**src/rtl/mips_mc_control_fsm.sv**
```systemverilog
// Main control FSM of the multi-cycle MIPS core: sequences fetch, decode, execute,
// memory and writeback, and drives the PC load enable and datapath selects.
module mips_mc_control_fsm #(
    parameter int unsigned OPCODE_WIDTH = 6,
    parameter int unsigned STATE_WIDTH  = 4
) (
    input  logic                    clk,
    input  logic                    rst_n,
    input  logic [OPCODE_WIDTH-1:0] opcode,
    input  logic                    zero,
    input  logic                    mem_ready,
    output logic                    pc_en,
    output logic [1:0]              pc_src,
    output logic                    iord,
    output logic                    mem_read,
    output logic                    mem_write,
    output logic                    ir_write,
    output logic                    reg_dst,
    output logic                    mem_to_reg,
    output logic                    reg_write,
    output logic                    alu_src_a,
    output logic [1:0]              alu_src_b,
    output logic [1:0]              alu_op,
    output logic                    illegal_op,
    output logic [STATE_WIDTH-1:0]  state_dbg
);

    localparam logic [OPCODE_WIDTH-1:0] OP_RTYPE = OPCODE_WIDTH'(6'b000000);
    localparam logic [OPCODE_WIDTH-1:0] OP_LW    = OPCODE_WIDTH'(6'b100011);
    localparam logic [OPCODE_WIDTH-1:0] OP_SW    = OPCODE_WIDTH'(6'b101011);
    localparam logic [OPCODE_WIDTH-1:0] OP_BEQ   = OPCODE_WIDTH'(6'b000100);
    localparam logic [OPCODE_WIDTH-1:0] OP_J     = OPCODE_WIDTH'(6'b000010);
    localparam logic [OPCODE_WIDTH-1:0] OP_ADDI  = OPCODE_WIDTH'(6'b001000);

    typedef enum logic [3:0] {
        S_START     = 4'd0,
        S_FETCH     = 4'd1,
        S_DECODE    = 4'd2,
        S_MEM_ADDR  = 4'd3,
        S_MEM_READ  = 4'd4,
        S_MEM_WB    = 4'd5,
        S_MEM_WRITE = 4'd6,
        S_EXECUTE   = 4'd7,
        S_R_WB      = 4'd8,
        S_BRANCH    = 4'd9,
        S_JUMP      = 4'd10,
        S_ADDI_EXEC = 4'd11,
        S_ADDI_WB   = 4'd12
    } state_t;

    state_t state;
    state_t state_next;
    logic   pc_write;
    logic   pc_write_cond;

    // State register; reset forces START so every strobe decodes low immediately.
    always_ff @(posedge clk or negedge rst_n) begin
        if (!rst_n) begin
            state <= S_START;
        end else begin
            state <= state_next;
        end
    end

    // Next-state and output decode.
    always_comb begin
        state_next    = S_FETCH;
        pc_write      = 1'b0;
        pc_write_cond = 1'b0;
        pc_src        = 2'b00;
        iord          = 1'b0;
        mem_read      = 1'b0;
        mem_write     = 1'b0;
        ir_write      = 1'b0;
        reg_dst       = 1'b0;
        mem_to_reg    = 1'b0;
        reg_write     = 1'b0;
        alu_src_a     = 1'b0;
        alu_src_b     = 2'b00;
        alu_op        = 2'b00;
        illegal_op    = 1'b0;

        case (state)
            S_START: begin
                state_next = S_FETCH;
            end
            S_FETCH: begin
                mem_read   = 1'b1;
                alu_src_b  = 2'b01;
                ir_write   = mem_ready;
                pc_write   = mem_ready;
                state_next = mem_ready ? S_DECODE : S_FETCH;
            end
            S_DECODE: begin
                alu_src_b = 2'b11;
                case (opcode)
                    OP_RTYPE:     state_next = S_EXECUTE;
                    OP_LW, OP_SW: state_next = S_MEM_ADDR;
                    OP_BEQ:       state_next = S_BRANCH;
                    OP_J:         state_next = S_JUMP;
                    OP_ADDI:      state_next = S_ADDI_EXEC;
                    default: begin
                        illegal_op = 1'b1;
                        state_next = S_FETCH;
                    end
                endcase
            end
            S_MEM_ADDR: begin
                alu_src_a = 1'b1;
                alu_src_b = 2'b10;
                if (opcode == OP_LW) begin
                    state_next = S_MEM_READ;
                end else if (opcode == OP_SW) begin
                    state_next = S_MEM_WRITE;
                end else begin
                    state_next = S_FETCH;
                end
            end
            S_MEM_READ: begin
                mem_read   = 1'b1;
                iord       = 1'b1;
                state_next = mem_ready ? S_MEM_WB : S_MEM_READ;
            end
            S_MEM_WB: begin
                mem_to_reg = 1'b1;
                reg_write  = 1'b1;
            end
            S_MEM_WRITE: begin
                mem_write  = 1'b1;
                iord       = 1'b1;
                state_next = mem_ready ? S_FETCH : S_MEM_WRITE;
            end
            S_EXECUTE: begin
                alu_src_a  = 1'b1;
                alu_op     = 2'b10;
                state_next = S_R_WB;
            end
            S_R_WB: begin
                reg_dst   = 1'b1;
                reg_write = 1'b1;
            end
            S_BRANCH: begin
                alu_src_a     = 1'b1;
                alu_op        = 2'b01;
                pc_src        = 2'b01;
                pc_write_cond = 1'b1;
            end
            S_JUMP: begin
                pc_src   = 2'b10;
                pc_write = 1'b1;
            end
            S_ADDI_EXEC: begin
                alu_src_a  = 1'b1;
                alu_src_b  = 2'b10;
                state_next = S_ADDI_WB;
            end
            S_ADDI_WB: begin
                reg_write = 1'b1;
            end
            default: begin
                state_next = S_FETCH;
            end
        endcase
    end

    assign pc_en     = pc_write | (pc_write_cond & zero);
    assign state_dbg = STATE_WIDTH'(state);

endmodule

```
**config.mk**
```make
export PLATFORM = sky130hd
export DESIGN_NAME = mips_mc_control_fsm
export DESIGN_NICKNAME = d
export VERILOG_FILES = /design/src/rtl/mips_mc_control_fsm.sv
export SDC_FILE = /design/constraint.sdc
export NUM_CORES = 1
export LEC_CHECK = 0
export CAP_MARGIN = 20
export CELL_PAD_IN_SITES_DETAIL_PLACEMENT = 1
export CELL_PAD_IN_SITES_GLOBAL_PLACEMENT = 1
export CORE_MARGIN = 4
export CORE_UTILIZATION = 34
export DETAILED_ROUTE_END_ITERATION = 12
export DONT_BUFFER_PORTS = 1
export GPL_TIMING_DRIVEN = 0
export PLACE_DENSITY = 0.73
export REMOVE_ABC_BUFFERS = 1
export SETUP_SLACK_MARGIN = 0.1
export SLEW_MARGIN = 0
export SYNTH_ARGS = -nofsm -noshare
export SYNTH_HDL_FRONTEND = slang
export SYNTH_SLANG_ARGS = --single-unit
```
**constraint.sdc**
```tcl
create_clock -name clk -period 2.2 [get_ports clk]
set_input_delay 0.66 -clock clk [delete_from_list [all_inputs] [get_ports clk]]
set_output_delay 0.66 -clock clk [all_outputs]
set_load 0.005 [all_outputs]
```
# --- Word-level counts from Yosys, hierarchy flattened ---
# Cells that the tools add are included.
totals:
  regBits: 4
  latchBits: 0
  ram_bits: 0
  rom_bits: 0
  input_bits: 10
  output_inout_bits: 20
  word_cells: 50
  n_memories: 0
op_classes:
  n_addsub: 0
  n_mul: 0
  div: 0
  n_lt_le_gt_ge: 0
  n_eq_ne: 17
  shifts: 0
  mux: 22
  n_bitwise: 2
  reduce_logical: 8
ops:
  columns: ["op", "count"]
  rows:
  - ["$pmux W4 S7", 1]
  - ["$eq A4 B4 Y1 const B", 5]
  - ["$pmux W4 S5", 1]
  - ["$eq A4 B3 Y1 const B", 4]
  - ["$eq A6 B6 Y1 const B", 2]
  - ["$mux W1", 12]
  - ["$mux W3", 3]
  - ["$eq A4 B2 Y1 const B", 2]
  - ["$pmux W2 S2", 2]
  - ["$reduce_or A2 Y1", 4]
  - ["$eq A6 B2 Y1 const B", 1]
  - ["$eq A6 B3 Y1 const B", 1]
  - ["$eq A6 B4 Y1 const B", 1]
  - ["$logic_not A6 Y1", 1]
  - ["$pmux W2 S3", 1]
  - ["$reduce_or A6 Y1", 1]
  - ["$eq A4 B1 Y1 const B", 1]
  - ["$reduce_or A4 Y1", 1]
  - ["$reduce_or A3 Y1", 1]
  - ["$mux W2", 1]
  - ["$pmux W1 S2", 1]
  - ["$and A1 B1 Y1", 1]
  - ["$or A1 B1 Y1", 1]

# --- Longest topological paths before layout ---
# Gate-level depths: netlist of run 1.
logic_depth:
  depth_word: 4
  ltp_mapped: 5
  mapped_depth_nobuf: 4

# --- Least setup slack after synthesis of run 1 ---
# Ideal clock, no wire load.
synth_timing:
  path_type: "in2out"
  startpoint: "input opcode[1]"
  endpoint: "output illegal_op"
  arrival_time_ns: 1.611
  required_time_ns: 1.540
  slack_ns: -0.071
  path_stages: 4
  n_path_buf: 0
  path_cell_list: "or3_1 or4_4 nand4_2 inv_1"
synth_between:
  elab_chain_len: 4
  word_cells_on_any_way: 9
  cone_classes: "5 x eq/ne; 2 x mux; 2 x reduce/logical"
synth_lines:
  columns: ["item", "line", "text"]
  rows:
  - ["from (decl)", "9", "input logic [OPCODE_WIDTH-1:0] opcode,"]
  - ["$eq A6 B6 Y1 (tied with other cells)", "96", "case (opcode)"]
  - ["$reduce_or A6 Y1 (no source line) (*)", null, null]
  - ["$mux W1 (*)", "96", null]
  - ["$mux W1 (*)", "83", "case (state)"]
  - ["to (decl)", "24", "output logic illegal_op,"]
# Mark *: on every way between the ends. The rest lies on a longest branch, timed or not.

# --- Worst setup path after layout of run 1 ---
# Ends and elaborated chain as after synthesis.

==> run_results.csv, run 1 <==
group,metric,value,unit
final_layout,final_cell_mix,"nor2_1, nand2_1, nor3_1, clkbuf_4",
pwr,leakagePower,0.271,nW
place,dpl.hpwl,1050,µm
drt,dr.pass1.iters,4,
clock_network,htree_num_levels,1,
drt,vias,572,
logic_synthesis,yosysUniqueCellTypes,33,
clock_network,cts_hold_buf,0,
sta,fin_crit_sh,1.04,
floorplanning,coreArea,1350,µm²
clock_network,cts_tree,"done",
clock_network,cts.clk_slew.worst_paths,0.04,ns
pwr,ir_drop,0.433,mV
floorplanning,die_x,46.7,µm
logic_synthesis,synth_area,508,µm²
pwr,total_power,0.678,mW
place,io_buffers,0,
critical_path,worstSetupEndpointType,"primary output",
logic_synthesis,synth_seq_cells,4,
final_layout,syn2layout_area_growth,21.4,%
final_layout,final_net_count,89,
global_route,grt_pass1_wl,2370,µm
drt,vias_per_cell,6.22,
flow_run,maxCapViolations,0,
drt,wl_per_cell,18.6,µm
floorplanning,ios,30,
floorplanning,start_util,0.376,
sta,max_freq,436,MHz
status,status,"complete, but fails checks",
clock_network,numCtsBuffers,3,
place,place_congestion,0.764,
logic_synthesis,synth_top_family_by_area,"simple AND/OR/NAND/NOR gates",
logic_synthesis,synth_xor_area_frac,0.0345,
drt,antenna_left,0,
drt,first_iter_violations,12,
logic_synthesis,syn_inst,73,
critical_path,critPathKind,"input pin to primary output",
place,dp.cells,84,
global_route,antenna_found_initial,0,
logic_synthesis,seq_area_frac_synth,0.197,
sta,tightestPinTransition,0.347,ns
final_layout,final_util,0.457,
sta,rsz0062_at_grt,"true",
final_layout,stdcell_count,92,
sta,finClkSkew,0.00296,ns
sta,maxSlewViolCount,0,
critical_path,cp_slowest_cell,"or4_4",
floorplanning,die_area,2180,µm²
critical_path,critical_path.cell_chain,"or3_4 -> or4_4 -> nand4_4 -> inv_2",
critical_path,crit_arrival,1.63,ns
clock_network,clock_latency,0.23,ns
final_layout,nFillCells,179,
final_layout,drive_above_1_share,0.325,
critical_path,slowest_delay,0.44,ns
sta,fin_crit,2.29,ns
clock_network,clockBufferDepth,2,
global_route,gr-usage-all-layers,0.151,
global_route,grt_max_degree,17,
drt,drt_wl_total,1710,µm
logic_synthesis,postSynthAreaPerCell,6.96,µm²
pwr,cellPowerDensity,1100,nW/µm²
drt,drc,0,
floorplanning,rows,13,
hold_path,min_path_type,"input pin to asynchronous set/reset pin",
final_layout,diodes,0,
floorplanning,die-height,46.7,µm
sta,setup_violations,1,
global_route,grt_pass1_vias,597,
logic_synthesis,ys_warn_count,0,
place,dp_worst_setup_slack,-0.104,ns
final_layout,final_common_cell,"nor2_1",
logic_synthesis,synthSimpleGateAreaFrac,0.421,
sta,slew_headroom,0.768,
global_route,overflow,0,
critical_path,cp_max_fo,5,
clock_network,cts-root-buf,"clkbuf_4",
critical_path,critPathLaunchType,"input pin",
final_layout,largest_reg_flops,4,
critical_path,cp.required,1.54,ns
logic_synthesis,synth_compound_gate_area_share,0.264,
clock_network,cts.sinks,4,
logic_synthesis,synthMuxAreaShare,0.0222,
logic_synthesis,synth-adder-area-share,0,
sta,setup_ws,-0.0930,ns
sta,finalHoldViolCount,0,
status,failed_checks,"negative setup slack",
==> path summary, 6_finish.rpt <==
path,from,slack [ns],cells after the start,to
min,rst_n,0.12,0,state_dbg[3]
min reg2reg,state_dbg[1],0.83,2,state_dbg[3]
max reg2reg,state_dbg[2],0.53,5,state_dbg[0]
max,opcode[1],-0.09,4,illegal_op
min in group clk,opcode[4],0.57,1,state_dbg[0]
max in group asynchronous,rst_n,2.00,0,state_dbg[0]
==> power breakdown <==
group,switching [mW],internal (mW)
sequential,0.0814,0.108
combinational,0.217,0.182
clock,0.0288,0.0609
==> critical path, delay by kind of cell <==
kind,cells,cell delay [ns]
and+or+nand+nor,3,0.93
buffers and inverters,1,0.04
==> per-stage QoR <==
step / setup TNS (ns) / cell area, µm² / hold slack [ns]
final: -0.0930 / 617 / 0.122
after global routing: -0.118 / 617 / 0.107
after CTS: -0.0944 / 577 / 0.115
after detailed placement: -0.151 / 510 / 0.365
after global placement: -0.137 / 510 / 0.364
after floorplan: -0.0707 / 492 / 0.364
==> what timing repair did <==
| item | in CTS | in global routing |
|---|---|---|
| buffers inserted | 0 | 5 |
| pin swaps | 0 | 0 |
| resized for setup | 12 | 4 |
| setup endpoints to repair | 5 | 4 |
==> final cells by class <==
class,count,area [µm²],area share
clock buffer,3,22.5,0.0365
sequential,4,108,0.174
timing repair buffer,5,30.0,0.0487
tap,15,18.8,0.0304
multi-input combinational,61,423,0.686
inverter,4,15.0,0.0243
==> cells by family (layout without fill, tap and decap cells) <==
family / Yosys count / in the layout
buffers and inverters: 8 / 12
multiplexers: 1 / 1
flip-flops: 4 / 4
XOR/XNOR: 2 / 2
AO/OA/AOI/OAI: 18 / 18
AND/OR/NAND/NOR: 40 / 40
==> synthesized netlist by cell type (all sizes together) <==
cell,n,area share
or3,2,0.025
xnor2,1,0.017
o221ai,1,0.017
o211ai,1,0.015
a21boi,1,0.015
o21a,1,0.015
inv,4,0.030
o311ai,1,0.017
nor2,11,0.081
nor2b,3,0.037
nand4,1,0.025
o21ai,2,0.020
or3b,1,0.017
a21oi,3,0.030
nor3,5,0.049
nand2,7,0.052
nand2b,4,0.049
clkbuf,3,0.022
xor2,1,0.017
nand3,2,0.020
nor4b,1,0.017
a211oi,1,0.015
a211o,2,0.034
o22ai,1,0.012
dfrtp,4,0.20
buf,1,0.0098
o31ai,1,0.015
o211a,2,0.039
mux2,1,0.022
a41o,1,0.020
or4,1,0.022
and3,2,0.027
==> layer usage <==
layer	track usage	wire length, µm	up-vias
li1	-	-	272
met1	0.195	781	267
met2	0.245	796	33
met3	0.0234	132	0
met4	0.0663	0	0
met5	0	0	-
Power figures use the tool's default switching activity.
==> inputs of run 2 (changes only) <==
--- a/config.mk
+++ b/config.mk
@@ -13,6 +13,7 @@
 export DETAILED_ROUTE_END_ITERATION = 12
 export DONT_BUFFER_PORTS = 1
 export GPL_TIMING_DRIVEN = 0
+export HOLD_SLACK_MARGIN = 0.02
 export PLACE_DENSITY = 0.73
 export REMOVE_ABC_BUFFERS = 1
 export SETUP_SLACK_MARGIN = 0.1
==> results of run 2 <==
Final layout, timing and power as in run 1 (identical DEF).
